File: src/rtl/bcd_pkg.sv
// Shared BCD digit type, digit ceiling and clamp helper for the countdown digit chain.
package bcd_pkg;

  typedef logic [3:0] bcd_digit_t;

  localparam bcd_digit_t BCD_MAX = 4'd9;

  // Non-BCD codes (A..F) saturate to 9 so a bad preset still counts down sanely.
  function automatic bcd_digit_t bcd_clamp(input bcd_digit_t v);
    return (v > BCD_MAX) ? BCD_MAX : v;
  endfunction

endpackage

File: src/rtl/bcd_countdown_timer_if.sv
// Control/status bundle between the game datapath and a BCD countdown timer.
interface bcd_countdown_timer_if #(
  parameter int NDIGITS = 3
);

  logic                   load;
  logic [4*NDIGITS-1:0]   load_value;
  logic                   dec;
  logic [4*NDIGITS-1:0]   digits;
  logic                   zero;
  logic                   running;
  logic                   expired;

  modport master (
    output load, load_value, dec,
    input  digits, zero, running, expired
  );

  modport slave (
    input  load, load_value, dec,
    output digits, zero, running, expired
  );

endinterface

File: src/rtl/bcd_down_digit.sv
// One BCD digit of the down-counter: loadable, decrements on borrow, wraps 0 -> 9.
module bcd_down_digit
  import bcd_pkg::*;
(
  input  logic       clk,
  input  logic       reset,
  input  logic       load,
  input  bcd_digit_t load_d,
  input  logic       borrow_in,
  output bcd_digit_t d,
  output logic       is_zero,
  output logic       borrow_out
);

  always_ff @(posedge clk) begin
    if (!reset) begin
      d <= '0;
    end else if (load) begin
      d <= bcd_clamp(load_d);
    end else if (borrow_in) begin
      d <= (d == 4'd0) ? BCD_MAX : d - 4'd1;
    end
  end

  assign is_zero    = (d == 4'd0);
  // A digit sitting at 0 passes the borrow on to the next more significant digit.
  assign borrow_out = borrow_in & is_zero;

endmodule

File: src/rtl/bcd_countdown_timer.sv
// Loadable NDIGITS-digit BCD countdown with borrow chain, zero/running status and expiry pulse.
module bcd_countdown_timer
  import bcd_pkg::*;
#(
  parameter int NDIGITS = 3
) (
  input  logic                     clk,
  input  logic                     reset,
  bcd_countdown_timer_if.slave     bus
);

  logic [NDIGITS:0]   borrow;
  logic [NDIGITS-1:0] digit_zero;
  logic               count_zero;
  logic               upper_zero;
  logic               load_nonzero;
  logic               hit_zero;
  logic               running_p1;
  logic               expired_p1;
  logic               unused_borrow;

  // Counting is frozen at zero and whenever a load takes the cycle.
  assign borrow[0]     = bus.dec & ~bus.load & ~count_zero;
  assign unused_borrow = borrow[NDIGITS];

  for (genvar i = 0; i < NDIGITS; i++) begin : g_digit
    bcd_down_digit u_digit (
      .clk        (clk),
      .reset      (reset),
      .load       (bus.load),
      .load_d     (bus.load_value[4*i +: 4]),
      .borrow_in  (borrow[i]),
      .d          (bus.digits[4*i +: 4]),
      .is_zero    (digit_zero[i]),
      .borrow_out (borrow[i+1])
    );
  end

  assign count_zero = &digit_zero;

  always_comb begin
    upper_zero   = 1'b1;
    load_nonzero = 1'b0;
    for (int i = 1; i < NDIGITS; i++) begin
      upper_zero = upper_zero & digit_zero[i];
    end
    for (int i = 0; i < NDIGITS; i++) begin
      load_nonzero = load_nonzero | (bcd_clamp(bus.load_value[4*i +: 4]) != 4'd0);
    end
  end

  // Count is exactly 1 and this cycle's decrement is going through.
  assign hit_zero = borrow[0] & upper_zero & (bus.digits[3:0] == 4'd1);

  // ---- stage p1: registered status flags ----
  always_ff @(posedge clk) begin
    if (!reset) begin
      running_p1 <= 1'b0;
      expired_p1 <= 1'b0;
    end else begin
      expired_p1 <= hit_zero;
      if (bus.load) begin
        running_p1 <= load_nonzero;
      end else if (hit_zero) begin
        running_p1 <= 1'b0;
      end
    end
  end

  assign bus.zero    = count_zero;
  assign bus.running = running_p1;
  assign bus.expired = expired_p1;

endmodule

File: src/flat_wrapper.sv
// flat-port wrapper written by rule: the top's interface ports become plain ports
module bcd_countdown_timer_flat import bcd_pkg::*;
#(
  parameter int NDIGITS = 3
)
  (clk, reset, bus_load, bus_load_value, bus_dec, bus_digits, bus_zero, bus_running, bus_expired);
  bcd_countdown_timer_if #(.NDIGITS(NDIGITS)) bus_i ();
  input  logic clk;
  input  logic reset;
  input wire logic [$bits(bus_i.load)-1:0] bus_load;
  input wire logic [$bits(bus_i.load_value)-1:0] bus_load_value;
  input wire logic [$bits(bus_i.dec)-1:0] bus_dec;
  output wire logic [$bits(bus_i.digits)-1:0] bus_digits;
  output wire logic [$bits(bus_i.zero)-1:0] bus_zero;
  output wire logic [$bits(bus_i.running)-1:0] bus_running;
  output wire logic [$bits(bus_i.expired)-1:0] bus_expired;
  assign bus_i.load = bus_load;
  assign bus_i.load_value = bus_load_value;
  assign bus_i.dec = bus_dec;
  assign bus_digits = bus_i.digits;
  assign bus_zero = bus_i.zero;
  assign bus_running = bus_i.running;
  assign bus_expired = bus_i.expired;
  bcd_countdown_timer #(.NDIGITS(NDIGITS)) u_core (.clk(clk), .reset(reset), .bus(bus_i));
endmodule
File: config.mk
export PLATFORM = sky130hd
export DESIGN_NAME = bcd_countdown_timer_flat
export DESIGN_NICKNAME = d
export VERILOG_FILES = /design/src/rtl/bcd_pkg.sv /design/src/rtl/bcd_countdown_timer_if.sv /design/src/rtl/bcd_down_digit.sv /design/src/rtl/bcd_countdown_timer.sv /design/src/flat_wrapper.sv
export SDC_FILE = /design/constraint.sdc
export NUM_CORES = 1
export LEC_CHECK = 0
export CAP_MARGIN = 25
export CORE_UTILIZATION = 45
export DETAILED_ROUTE_END_ITERATION = 8
export PLACE_DENSITY = 0.82
export SYNTH_ARGS = -nofsm -noshare
export SYNTH_HDL_FRONTEND = slang
export SYNTH_SLANG_ARGS = --single-unit
File: constraint.sdc
create_clock -name clk -period 2.67 [get_ports clk]
set_input_delay 0.4005 -clock clk [delete_from_list [all_inputs] [get_ports clk]]
set_output_delay 0.4005 -clock clk [all_outputs]
set_load 0.005 [all_outputs]
# After elaboration in Yosys (flattened, before gate mapping)
# Cells that the tools add are included.
# Widths: inputs -> output; s select.
dict set report word_totals {
  reg_bits 14
  in_bits 16
  out_inout_bits 15
  elab_cells 48
}
dict set report op_classes {
  n_addsub 3
  order_cmp 3
  n_eq_ne 1
  n_mux 14
  n_bitwise 11
  reduce_logical 11
}
# op n
set op_table {}
lappend op_table {{$mux 4} 12}
lappend op_table {{$gt 4x4->1 const B} 3}
lappend op_table {{$logic_not 4->1} 3}
lappend op_table {{$reduce_bool 4->1} 3}
lappend op_table {{$sub 4x1->4 const B} 3}
lappend op_table {{$reduce_bool 2->1} 4}
lappend op_table {{$and 1x1->1} 7}
lappend op_table {{$eq 4x1->1 const B} 1}
lappend op_table {{$reduce_and 3->1} 1}
lappend op_table {{$mux 1} 2}
lappend op_table {{$not 1->1} 2}
lappend op_table {{$or 1x1->1} 2}

# Depth between registers and ports, before layout
# Gate-level depths: netlist (run 1).
dict set report depth {
  word_depth 8
  ltp_mapped 5
  depth_no_buf 4
}

# Cells and area by module
# From an unflattened synthesis (run 1), not the netlist that was laid out.
dict set report hier_totals {
  hier_cells 97
  hier_area_um2 850.8
}
# mod instances cells_each area_per_inst_um2 seq_area_each_um2
set modules_own_cells {}
lappend modules_own_cells {bcd_down_digit 3 27 241.5 80.1}
lappend modules_own_cells {bcd_countdown_timer 1 16 126.4 40.0}

# Worst setup path after synthesis (run 1)
# No wires, ideal clock.
dict set report synth_timing {
  path_kind {flip-flop to flip-flop}
  start {register u_core.g_digit[1].u_digit.d[0]}
  end {register u_core.g_digit[2].u_digit.d[3]}
  setup_ns 0.121
  arrival_time_ns 1.684
  required_time_ns 2.549
  slack_ns 0.865
  stages_incl_launch_ff 5
  path_buffers 0
  period_less_slack_ns 1.805
  path_cell_list {dfxtp_1 or4_4 or4_1 o2111ai_1 nand2_1}
}
dict set report synth_between {
  elab_chain_len 7
}
# element line
set synth_rtl {}
lappend synth_rtl {{from (decl)} bcd_down_digit.sv:10} ;# output bcd_digit_t d,
lappend synth_rtl {{from (signal assigned)} bcd_down_digit.sv:19} ;# d <= bcd_clamp(load_d);
lappend synth_rtl {{from (signal assigned)} bcd_down_digit.sv:21} ;# d <= (d == 4'd0) ? BCD_MAX : d - 4'd1;
lappend synth_rtl {{$logic_not 4->1 *} bcd_down_digit.sv:25} ;# assign is_zero = (d == 4'd0);
lappend synth_rtl {{$reduce_and 3->1} bcd_countdown_timer.sv:39} ;# assign count_zero = &digit_zero;
lappend synth_rtl {{$not 1->1} bcd_countdown_timer.sv:23} ;# assign borrow[0] = bus.dec & ~bus.load & ~count_zero;
lappend synth_rtl {{$and 1x1->1} bcd_countdown_timer.sv:23}
lappend synth_rtl {{$and 1x1->1} bcd_down_digit.sv:27} ;# assign borrow_out = borrow_in & is_zero;
lappend synth_rtl {{$and 1x1->1 *} bcd_down_digit.sv:27}
lappend synth_rtl {{$reduce_bool 2->1 (no source line) *} n/a}
lappend synth_rtl {{to (signal assigned)} bcd_down_digit.sv:19}
lappend synth_rtl {{to (signal assigned)} bcd_down_digit.sv:21}
lappend synth_rtl {{to (decl)} bcd_down_digit.sv:10}
# Every way passes the cells marked *; elsewhere a longest branch is shown, timed or not.
# A chain may end at the register's enable or synchronous reset.

# Worst setup path in the final report (run 1)
dict set report layout_timing {
  start {register u_core.g_digit[1].u_digit.d[0]}
  end {output port bus_zero}
}
dict set report layout_between {
  elab_chain_len 2
}
# element line
set layout_rtl {}
lappend layout_rtl {{$logic_not 4->1} bcd_down_digit.sv:25}
lappend layout_rtl {{$reduce_and 3->1} bcd_countdown_timer.sv:39}
lappend layout_rtl {{to (decl)} flat_wrapper.sv:14} ;# output wire logic [$bits(bus_i.zero)-1:0] bus_zero;
# No other way between the ends.

==> summary.log, run 1 <==
INFO  logic_synthesis synth_async_sr_flop_share=0
INFO  logic_synthesis ys_dominant_reg_cell=dfxtp_1
INFO  setup_path     worst-r2r-setup-slack=0.79ns
INFO  global_route   first_pass_grt_wire_length=3640µm
INFO  min_path       tightest_hold_check_type=flip-flop to flip-flop
INFO  setup_path     path_cells=or4_4 -> nor2b_1 -> nand2_1 -> nor2_1 -> clkdlybuf4s50_1
INFO  detailed_routing wirelength_met1=976µm
INFO  global_route   global_route_total_usage_across_every_layer=0.249
INFO  global_route   via_count_of_the_first_global_routing_pass=867
INFO  layout         total_non_filler_cell_area_in_the_finished_layout=1190µm²
INFO  layout         final_net_count=151
INFO  sta            whs=0.504ns
INFO  logic_synthesis synthesis.area=806µm²
INFO  clock_tree     clock-root-buffer=clkbuf_4
INFO  sta            post-route-min-period=2.48ns
INFO  detailed_routing avgViaCountPerCell=5.75
INFO  setup_path     setup_cp_type=flip-flop to primary output
INFO  power          p_per_area=465nW/µm²
INFO  logic_synthesis synth_cell_type_count=34
INFO  die            floorplan.die.width=44.3µm
INFO  logic_synthesis postSynthCellCount=99
INFO  clock_tree     tritoncts=built
INFO  clock_tree     cts_sinks=14
INFO  detailed_routing routed-wl-met3=136µm
INFO  die            fp.dieH=44.3µm
INFO  sta            setup_violating_endpoint_count_in_the_final_report=0
INFO  clock_tree     worstSkewPairLatency=0.29ns
INFO  die            core_area=1590µm²
INFO  global_route   grt_max_degree=15
INFO  detailed_routing route.detailed.wl_per_inst=13.8µm
INFO  logic_synthesis postSynthRegisterBits=14
INFO  layout         share_of_final_layout_standard_cells_stronger_than_drive_strength_1=0.0970
INFO  clock_tree     cts_repair_resizes=0
INFO  logic_synthesis count_leader_synth=dfxtp_1
INFO  power          peakVddDrop=0.000304V
INFO  logic_synthesis synth-edff-count=0
INFO  logic_synthesis sequential_fraction_of_the_synthesis_area=0.348
INFO  detailed_routing finalWirelength=2180µm
INFO  setup_path     critPathLaunchType=flip-flop
INFO  placed_design  io_buffer_count=30
INFO  detailed_routing dr_total_vias=909
INFO  placed_design  post-place-cells=154
INFO  sta            rsz0062_at_grt=no
INFO  die            start_util=0.505
INFO  clock_tree     clock_tree.buffer_depth=2
INFO  placed_design  globalplace.congestion=0.805
INFO  detailed_routing remaining_antenna_violation_count=0
INFO  clock_tree     cts_hold_buf=0
INFO  detailed_routing detailed_router_iteration_count_before_antenna_repair=4
INFO  run            drv.max_cap_violation_count=0
INFO  logic_synthesis synthesis.yosys.warnings=0
INFO  sta            worst-slew-pin-transition=0.510ns
INFO  sta            finalSetupTns=0ns
INFO  outcome        run_status=complete, no violations
INFO  detailed_routing initialDrtViolationCount=14
INFO  global_route   antenna_found_initial=0
INFO  setup_path     critPathMaxStageDelay=0.58ns
INFO  detailed_routing wl_met2=1040µm
INFO  detailed_routing drc=0
INFO  setup_path     critical_path.reg2reg.endpoint=u_core.g_digit[2].u_digit.d[3]$_SDFFE_PN0P_
INFO  placed_design  detail_placement_hpwl=1660µm
INFO  setup_path     regToRegStartpoint=u_core.g_digit[1].u_digit.d[0]$_SDFFE_PN0P_
INFO  logic_synthesis syn_nets=115
INFO  sta            final_max_slew_viol_count=0
INFO  sta            timing.final.hold_violations=0
INFO  setup_path     startpoint=u_core.g_digit[1].u_digit.d[0]$_SDFFE_PN0P_
INFO  clock_tree     postCtsSetupRepairBufs=0
INFO  global_route   global_route.overflow_total=0
INFO  logic_synthesis synth_top_cell_by_area=dfxtp_1
INFO  logic_synthesis ys_top_cells_by_count=dfxtp_1, nand2_1, nor2_1, o21ai_0
INFO  die            num_rows=14
INFO  layout         antenna_cells_inserted=0
INFO  logic_synthesis mean_area_per_synthesized_cell=8.14µm²
INFO  layout         final-instance-count-excl-fill=158
INFO  layout         area_growth=47.8%
INFO  setup_path     path_max_fanout=6
INFO  die            boundaryPins=31
INFO  clock_tree     cts.reportedPaths.clkPinSlew=0.09ns
INFO  logic_synthesis post-synth-top-area-fraction=0.348
INFO  sta            timing.max_slew.rel_slack=0.659
INFO  setup_path     r2r_cells=4
INFO  setup_path     worst-endpoint-required=2.27ns
INFO  setup_path     worstPathArrival=2.08ns
INFO  power          power.leakage=0.442nW
INFO  sta            final_min_period_over_clock_period=0.929
INFO  logic_synthesis ys_top_cells_by_area=dfxtp_1, mux2i_1, o21ai_0, nor2b_1, nor4_1
INFO  setup_path     cpMaxStageDelayCell=or4_4
INFO  clock_tree     cts_buffers=3
INFO  die            die_area=1960µm²
INFO  sta            highest_clock_rate=403MHz
INFO  setup_path     critPathCaptureType=primary output
INFO  sta            clock_skew=0.00661ns
INFO  clock_tree     htree_levels=1
INFO  placed_design  placement.cell_area=1150µm²
INFO  setup_path     cp-endpoint=bus_zero
INFO  detailed_routing top_layer_used=met4
[flip-flops by register name, indices dropped and copies added (netlist names)]
name	flops
u_core.g_digit.u_digit.d	12
u_core.bus.expired	1
u_core.bus.running	1
[placed cells by master, fill, tap and decap left out, types with 2 or more instances in the layout]
cell type | synthesis | final
o311a_1 | 3 | 3
o31ai_1 | 2 | 2
nor3b_1 | 2 | 2
nand2b_1 | 2 | 2
or4_1 | 2 | 2
nor3_1 | 5 | 5
nand2_1 | 8 | 8
mux2i_1 | 4 | 4
nand3b_1 | 2 | 2
o21ai_0 | 8 | 8
buf_4 | 0 | 4
a21oi_1 | 5 | 5
clkdlybuf4s50_1 | 0 | 30
dfxtp_1 | 14 | 14
nor2b_1 | 5 | 5
clkbuf_4 | 0 | 3
nor2_1 | 8 | 8
o21a_1 | 4 | 4
nor4_1 | 5 | 5
[final cells by class]
cell class                 count  area, µm²
inverter                       2       7.51
clock buffer                   4       36.3
fill                         123        403
multi-input combinational     80        507
sequential                    14        280
tap                           24       30.0
timing repair buffer          34        330
[worst max-delay path: cells and delay by family (launching register included)]
kind	cells	cell delay [ns]
simple gates	4	0.92
flops	1	0.36
buf+inv	1	0.51
[layer usage]
metal	up-vias	track usage
li1	444	-
met1	418	0.314
met2	42	0.426
met3	5	0.0327
met4	0	0.103
met5	-	0
[where the power goes]
part,switching (mW),leakage [nW],internal (mW)
Sequential,0.0188,0.116,0.223
Combinational,0.0632,0.305,0.0896
Clock,0.0760,0.0210,0.0831
[kinds of logic (layout without fill, tap and decap cells)]
family | Yosys count | count (layout) | share of synthesized area
and+or+nand+nor | 48 | 48 | 0.346
AOI/OAI and AO/OA | 28 | 28 | 0.233
DFF | 14 | 14 | 0.348
buffers and inverters | 5 | 40 | 0.0233
muxes | 4 | 4 | 0.0497
[stage by stage]
| stage | power, mW | worst slack [ns] | util |
|---|---|---|---|
| global route | 0.577 | 0.0700 | 0.747 |
| floorplan | 0.315 | 0.865 | - |
| global placement | 0.394 | 0.333 | 0.724 |
| detailed placement | 0.398 | 0.300 | 0.724 |
| CTS | 0.555 | 0.197 | 0.747 |
| finish | 0.553 | 0.190 | 0.747 |
[how the worst min path moves through the flow]
stage	startpoint	endpoint	slack, ns	cells after the start
finish	u_core.g_digit[2].u_digit.d[3]$_SDFFE_PN0P_	u_core.g_digit[2].u_digit.d[3]$_SDFFE_PN0P_	0.50	2
global route	u_core.g_digit[2].u_digit.d[3]$_SDFFE_PN0P_	u_core.g_digit[2].u_digit.d[3]$_SDFFE_PN0P_	0.54	2
CTS	u_core.g_digit[2].u_digit.d[3]$_SDFFE_PN0P_	u_core.g_digit[2].u_digit.d[3]$_SDFFE_PN0P_	0.51	2
detailed placement	u_core.g_digit[2].u_digit.d[3]$_SDFFE_PN0P_	u_core.g_digit[2].u_digit.d[3]$_SDFFE_PN0P_	0.49	2
global placement	u_core.g_digit[2].u_digit.d[3]$_SDFFE_PN0P_	u_core.g_digit[2].u_digit.d[3]$_SDFFE_PN0P_	0.49	2
floorplan	u_core.g_digit[2].u_digit.d[3]$_SDFFE_PN0P_	u_core.g_digit[2].u_digit.d[3]$_SDFFE_PN0P_	0.48	2
No activity file was read; power rests on OpenSTA's default activity.
==> run 2: changes to the inputs <==
Settings changed: SLEW_MARGIN set to 20.
==> results of run 2 <==
No change in the layout: final DEF, timing and power equal those of run 1.
